--- src/rtl/mem_dma_initiator.sv ---
// Word-copy DMA initiator on the native valid/ready memory bus: reads LEN words from src and
// writes them to dst one at a time, aborting on misaligned addresses or a stalled responder.
module mem_dma_initiator #(
  parameter int          LEN_WIDTH = 10,
  parameter int          TIMEOUT   = 255,
  parameter logic [31:0] PC_TAG    = 32'h0000_0C00
) (
  input  logic                 clk,
  input  logic                 reset,
  input  logic                 start,
  input  logic [31:0]          src_addr,
  input  logic [31:0]          dst_addr,
  input  logic [LEN_WIDTH-1:0] len,
  output logic                 busy,
  output logic                 done,
  output logic                 err,
  output logic [1:0]           err_code,
  output logic [31:0]          reg_pc,
  output logic                 mem_valid,
  output logic                 mem_instr,
  input  logic                 mem_ready,
  output logic [31:0]          mem_addr,
  output logic [31:0]          mem_wdata,
  output logic [3:0]           mem_wstrb,
  input  logic [31:0]          mem_rdata
);

  localparam int                WAIT_W    = (TIMEOUT < 2) ? 1 : $clog2(TIMEOUT);
  localparam logic [WAIT_W-1:0] WAIT_LAST = WAIT_W'(TIMEOUT - 1);
  localparam logic [1:0]        ERR_NONE  = 2'd0;
  localparam logic [1:0]        ERR_ALIGN = 2'd1;
  localparam logic [1:0]        ERR_TMO   = 2'd2;

  typedef enum logic [2:0] {S_IDLE, S_RD, S_WR, S_FIN, S_ABORT} state_t;

  state_t                state_q, state_d;
  logic                  mem_valid_q, mem_valid_d;
  logic [31:0]           mem_addr_q, mem_addr_d;
  logic [31:0]           mem_wdata_q, mem_wdata_d;
  logic [3:0]            mem_wstrb_q, mem_wstrb_d;
  logic [31:0]           src_q, src_d;
  logic [31:0]           dst_q, dst_d;
  logic [LEN_WIDTH-1:0]  rem_q, rem_d;
  logic [WAIT_W-1:0]     wait_q, wait_d;
  logic [1:0]            err_code_q, err_code_d;
  logic                  hs;
  logic                  tmo;

  assign hs  = mem_valid_q & mem_ready;
  // Abort on the last stalled cycle so mem_valid is high for exactly TIMEOUT cycles.
  assign tmo = mem_valid_q & ~mem_ready & (wait_q == WAIT_LAST);

  always_comb begin
    state_d     = state_q;
    mem_valid_d = mem_valid_q;
    mem_addr_d  = mem_addr_q;
    mem_wdata_d = mem_wdata_q;
    mem_wstrb_d = mem_wstrb_q;
    src_d       = src_q;
    dst_d       = dst_q;
    rem_d       = rem_q;
    wait_d      = wait_q;
    err_code_d  = err_code_q;
    case (state_q)
      S_IDLE: begin
        if (start) begin
          src_d      = src_addr;
          dst_d      = dst_addr;
          rem_d      = len;
          wait_d     = '0;
          err_code_d = ERR_NONE;
          if ((src_addr[1:0] != 2'b00) || (dst_addr[1:0] != 2'b00)) begin
            state_d    = S_ABORT;
            err_code_d = ERR_ALIGN;
          end else if (len == '0) begin
            state_d = S_FIN;
          end else begin
            state_d     = S_RD;
            mem_valid_d = 1'b1;
            mem_addr_d  = src_addr;
            mem_wstrb_d = 4'h0;
          end
        end
      end
      S_RD: begin
        if (hs) begin
          // The write data register doubles as the read capture register.
          mem_valid_d = 1'b0;
          mem_wdata_d = mem_rdata;
          src_d       = src_q + 32'd4;
          state_d     = S_WR;
        end else if (tmo) begin
          mem_valid_d = 1'b0;
          err_code_d  = ERR_TMO;
          state_d     = S_ABORT;
        end else if (mem_valid_q) begin
          wait_d = wait_q + WAIT_W'(1);
        end else begin
          mem_valid_d = 1'b1;
          mem_addr_d  = src_q;
          mem_wstrb_d = 4'h0;
          wait_d      = '0;
        end
      end
      S_WR: begin
        if (hs) begin
          mem_valid_d = 1'b0;
          dst_d       = dst_q + 32'd4;
          rem_d       = rem_q - LEN_WIDTH'(1);
          state_d     = (rem_q == LEN_WIDTH'(1)) ? S_FIN : S_RD;
        end else if (tmo) begin
          mem_valid_d = 1'b0;
          err_code_d  = ERR_TMO;
          state_d     = S_ABORT;
        end else if (mem_valid_q) begin
          wait_d = wait_q + WAIT_W'(1);
        end else begin
          mem_valid_d = 1'b1;
          mem_addr_d  = dst_q;
          mem_wstrb_d = 4'hF;
          wait_d      = '0;
        end
      end
      S_FIN:   state_d = S_IDLE;
      S_ABORT: state_d = S_IDLE;
      default: state_d = S_IDLE;
    endcase
  end

  always_ff @(posedge clk) begin
    if (reset) begin
      state_q     <= S_IDLE;
      mem_valid_q <= 1'b0;
      mem_addr_q  <= '0;
      mem_wdata_q <= '0;
      mem_wstrb_q <= '0;
      src_q       <= '0;
      dst_q       <= '0;
      rem_q       <= '0;
      wait_q      <= '0;
      err_code_q  <= ERR_NONE;
    end else begin
      state_q     <= state_d;
      mem_valid_q <= mem_valid_d;
      mem_addr_q  <= mem_addr_d;
      mem_wdata_q <= mem_wdata_d;
      mem_wstrb_q <= mem_wstrb_d;
      src_q       <= src_d;
      dst_q       <= dst_d;
      rem_q       <= rem_d;
      wait_q      <= wait_d;
      err_code_q  <= err_code_d;
    end
  end

  assign busy      = (state_q != S_IDLE);
  assign done      = (state_q == S_FIN);
  assign err       = (state_q == S_ABORT);
  assign err_code  = err_code_q;
  assign reg_pc    = PC_TAG;
  assign mem_instr = 1'b0;
  assign mem_valid = mem_valid_q;
  assign mem_addr  = mem_addr_q;
  assign mem_wdata = mem_wdata_q;
  assign mem_wstrb = mem_wstrb_q;

endmodule

--- config.mk ---
export PLATFORM = sky130hd
export DESIGN_NAME = mem_dma_initiator
export DESIGN_NICKNAME = d
export VERILOG_FILES = /design/src/rtl/mem_dma_initiator.sv
export SDC_FILE = /design/constraint.sdc
export NUM_CORES = 1
export LEC_CHECK = 0
export CAP_MARGIN = 20
export CORE_MARGIN = 1.5
export CORE_UTILIZATION = 45
export DETAILED_ROUTE_END_ITERATION = 8
export MAX_ROUTING_LAYER = met4
export PLACE_DENSITY = 0.79
export SYNTH_ARGS = -nofsm -noshare
export SYNTH_HDL_FRONTEND = slang
export SYNTH_SLANG_ARGS = --single-unit
--- constraint.sdc ---
create_clock -name clk -period 3.1 [get_ports clk]
set_input_delay 0.31 -clock clk [delete_from_list [all_inputs] [get_ports clk]]
set_output_delay 0.31 -clock clk [all_outputs]
set_load 0.03 [all_outputs]
Word level (Yosys, flattened, before mapping)
Cells that the tools add are included.

storage, ports and cells
  output and inout bits = 107
  logic and storage cells = 109
  flip-flop bits (word level) = 156

cells by class
  bitwise operators = 4
  muxes and demuxes = 53
  $add $sub $neg = 4
  reductions and logical operators = 18
  eq/ne operators = 20

operators by type and width
  cell                   number
  $mux 32                13
  $pmux 32 s2            2
  $pmux 32 s3            1
  $add 32x3->32 const B  2
  $mux 4                 9
  $mux 8                 4
  $ne 2x2->1 const B     13
  $mux 10                2
  $pmux 10 s2            1
  $pmux 8 s2             1
  $mux 3                 5
  $pmux 4 s3             1
  $reduce_and 4->1       3
  $eq 10x1->1 const B    1
  $logic_not 10->1       1
  $mux 2                 5
  $reduce_and 10->1      1
  $reduce_bool 2->1      5
  $sub 10x1->10 const B  1
  $pmux 3 s3             1
  $add 8x1->8 const B    1
  $eq 8x8->1 const B     1
  $eq 3x2->1 const B     2
  $mux 1                 6
  other kinds (13)       17

Depth between registers and ports, before layout
  word-level depth = 6
  mapped depth = 9
  mapped depth without buffers = 7

Worst setup path after synthesis
No wires, ideal clock.

  path kind = register to output
  start = register state_q[2]
  end = output err
  setup slack = 796 ps
  arrival = 1994 ps
  data required time = 2790 ps
  cell stages (with the launch flop) = 5
  cells stage by stage = dfxtp_1 buf_1 clkbuf_1 clkbuf_1 nor3b_1

on the way
  word-level cells in the longest chain between the ends = 1

RTL lines
  element                 RTL line  RTL
  start, declared         36        state_t state_q, state_d;
  start signal, assigned  143       state_q <= state_d;
  $eq 3x3->1              158       assign err = (state_q == S_ABORT);
  end, declared           16        output logic err,

Every way passes these cells.

Worst setup path after layout
  start = register state_q[2]
  end = output busy

on the way
  word-level cells in the longest chain between the ends = 1

RTL lines
  element            RTL line  RTL
  $reduce_bool 3->1  156       assign busy = (state_q != S_IDLE);
  end, declared      14        output logic busy,

Every way passes these cells.

==> results.yml <==
power_and_ir_drop:
  power_leakage_nw: 4.06
  p_seq_share_pct: 42.9
  ir_drop_v: 0.000405
  power.density_nw_per_um2: 467
  power_w: 0.00516
  power_frac_clock_pct: 41.6
  p_sw_w: 0.00150
  swShare_pct: 29.1
  internal_power_w: 0.00366
  comb_power_share_pct: 15.5
detailed_routing:
  drt_first_pass_iters: 5
  wl_per_cell_um: 18.6
  ant_nets: 0
  first_iter_violations: 1129
  via_count: 9095
  drc: 0
  vias_per_cell: 6.08
  wl_mm: 27.8
timing:
  setup_viol: 0
  rsz0062_at_grt: "no"
  period_share_pct: 89.6
  worst_slew_pin_slew_ns: 0.903
  fmax_mhz: 360
  holdWs_ns: 0.424
  skew_ns: 0.0104
  fin_crit_ns: 2.78
  slew_headroom_pct: 39.8
  setup_tns_ns: 0
  final_hold_viol_count: 0
  slew_viol_final: 0
clock_network:
  max-clock-path-buffers: 2
  post_cts_buffers: 0
  cts_resized: 0
  root_buffer: "clkbuf_16"
  clk_latency_ns: 0.43
  path_clk_slew_ns: 0.07
  cts_max_level: 4
  clock-sinks: 153
  cts_tree: "yes"
  postCtsHoldBufs: 0
  numCtsBuffers: 17
logic_synthesis:
  synth_ff_type: "dfxtp_1"
  yosysWarnings: 0
  mappedNetlistArea_um2: 8650
  async_reset_ff_share_pct: 0
  ys_seq_area_share_pct: 35.4
  synth_area_per_cell_um2: 7.69
  synthDistinctLibCells: 69
  ys_ff_latch: 153
  synth_edf_count: 0
  synthCells: 1124
critical_path:
  path_class: "reg -> out"
  worstPathMaxFanout: 31
  required_ns: 2.79
  worst_setup_path_start_kind: "flop"
  arrival_ns: 2.47
  cp-end-kind: "output port"
status:
  status: "finished, final reports clean"
place:
  dp_hpwl_mm: 19.0
  port_buffers: 183
  gp_congestion: 0.945
floorplan:
  die_x_um: 142
  die_h_um: 142
  dieArea_um2: 20100
  coreArea_um2: 18800
  initial_utilization_pct: 46.1
  ios: 217
  row_count: 50
min_path:
  hold_path_class: "in -> reg"
final_layout:
  nFillCells: 1683
  finish.net_count: 1364
  diodes: 0
  syn_to_final_growth_pct: 27.7
  drive_gt1_share_pct: 6.50
global_route:
  grt_pass1_vias: 8380
  antenna_found_initial: 0
  grt-ovfl-total: 0
  grt_start_max_net_pins: 82
  grtUsageTotal_pct: 28.2
  grt_pass1_wl_mm: 44.0
flow_run:
  cap_viol_max_count: 0
[logic make-up (layout without fill, tap and decap cells)]
kind of cell | count (synthesis) | in the layout | share of synthesized area (%)
and+or+nand+nor | 437 | 437 | 24.6
DFF | 153 | 153 | 35.4
AOI/OAI and AO/OA | 342 | 342 | 25.8
buffers and inverters | 144 | 250 | 8.61
other | 2 | 33 | 0.0869
muxes | 39 | 39 | 4.53
adders and majority gates | 7 | 7 | 0.984
[routing by layer]
metal | vias to the layer above | global-route usage (%) | share of wire, % | wire (um)
met5 | - | - | 0 | 0
met4 | 0 | 11.6 | 3.4 | 934
met3 | 67 | 6.82 | 8.9 | 2480
met2 | 492 | 42.5 | 45 | 12600
met1 | 4256 | 36.2 | 42 | 11700
li1 | 4280 | - | - | -
[per-stage QoR]
step	setup WS [ns]	instances	cell area (um^2)	utilization [%]
finish	0.322	1495	11000	58.8
detailed placement	0.380	1462	10400	55.5
global placement	0.425	1462	10400	55.5
global route	0.171	1495	11000	58.8
floorplan	0.796	1155	8760	-
CTS	0.401	1494	11000	58.7
[power by group through the flow]
| stage | registers, W | logic (W) | clock network (W) |
|---|---|---|---|
| 2_1_floorplan | 0.00224 | 0.000483 | 0 |
| 3_3_place_gp | 0.00225 | 0.000773 | 0 |
| 3_5_place_dp | 0.00225 | 0.000786 | 0 |
| 4_1_cts | 0.00221 | 0.000792 | 0.00217 |
| 5_1_grt | 0.00222 | 0.000858 | 0.00226 |
| 6_report | 0.00221 | 0.000797 | 0.00215 |
[cells in the mapped netlist (5+ instances only)]
master / n / area [um^2]
o21ai_1: 5 / 25.0
or3_1: 6 / 37.5
nand4_1: 29 / 181
nor2_1: 111 / 417
inv_1: 6 / 22.5
a211o_1: 5 / 43.8
mux2i_1: 38 / 380
a21o_1: 7 / 52.6
o2bb2ai_1: 33 / 289
nand2b_1: 5 / 31.3
a22o_1: 5 / 43.8
o21ai_0: 57 / 285
or4_1: 9 / 67.6
a211oi_1: 13 / 97.6
dfxtp_1: 153 / 3060
buf_2: 12 / 60.1
o31ai_1: 9 / 67.6
a21oi_1: 112 / 561
and2_1: 11 / 68.8
and4_1: 9 / 78.8
a22oi_1: 42 / 315
and2_0: 5 / 31.3
clkbuf_1: 78 / 293
buf_4: 37 / 278
buf_1: 5 / 18.8
nand3b_1: 8 / 60.1
nor4_1: 11 / 68.8
nand2_1: 140 / 526
nand3_1: 35 / 175
o22ai_1: 6 / 37.5
and3_1: 17 / 106
a31oi_1: 10 / 62.6
nor2b_1: 5 / 31.3
ha_1: 6 / 75.1
nor3_1: 24 / 120
[state kept, by name (all words and copies together) (netlist names)]
register / count
mem_valid: 1
wait_q: 8
src_q: 32
mem_addr: 32
dst_q: 32
mem_wstrb: 1
rem_q: 10
err_code: 2
mem_wdata: 32
state_q: 3
[layout make-up]
class	instances	area [um^2]	share of cell area (%)
multi-input cells	858	4990	45.2
clock inverters	14	160	1.45
inverters	6	22.5	0.204
flip-flops and latches	153	3060	27.8
well taps	234	293	2.65
clock buffers	18	439	3.98
repair buffers	212	2070	18.8
[cell usage in the layout, fill, tap and decap left out, types with 5 or more instances in the layout]
cell type	count
nand2b_1	5
a211o_1	5
nor4_1	11
clkbuf_16	17
nor3_1	24
mux2i_1	38
o21ai_0	57
inv_1	6
a211oi_1	12
o22ai_1	6
conb_1	33
dfxtp_1	152
nand3_1	35
a21o_1	7
ha_1	6
nand3b_1	8
and2_0	5
nand4_1	29
nor2_1	110
buf_4	28
and4_1	9
o2bb2ai_1	33
o21ai_1	5
nand2_1	140
and2_1	11
and3_1	17
a22o_1	5
or4_1	9
a22oi_1	42
a31oi_1	10
or3_1	6
o31ai_1	9
a21oi_1	112
clkdlybuf4s50_1	182
inv_6	6
[worst paths after layout]
check	start	to	slack, ns	depth (start not counted)
setup / recovery	state_q[2]	busy	0.32	3
hold reg to reg	mem_wdata[16]	mem_wdata[16]	0.45	2
setup reg to reg	state_q[2]	wait_q[7]	0.49	6
hold / removal	mem_rdata[8]	mem_wdata[8]	0.42	3
[critical path: stages, from the launching register on]
cell	delay (ns)
dfxtp_2	0.52
nor3_1	0.58
inv_1	0.26
clkdlybuf4s50_1	0.66
Note: power is estimated with default switching activity, not from simulation.
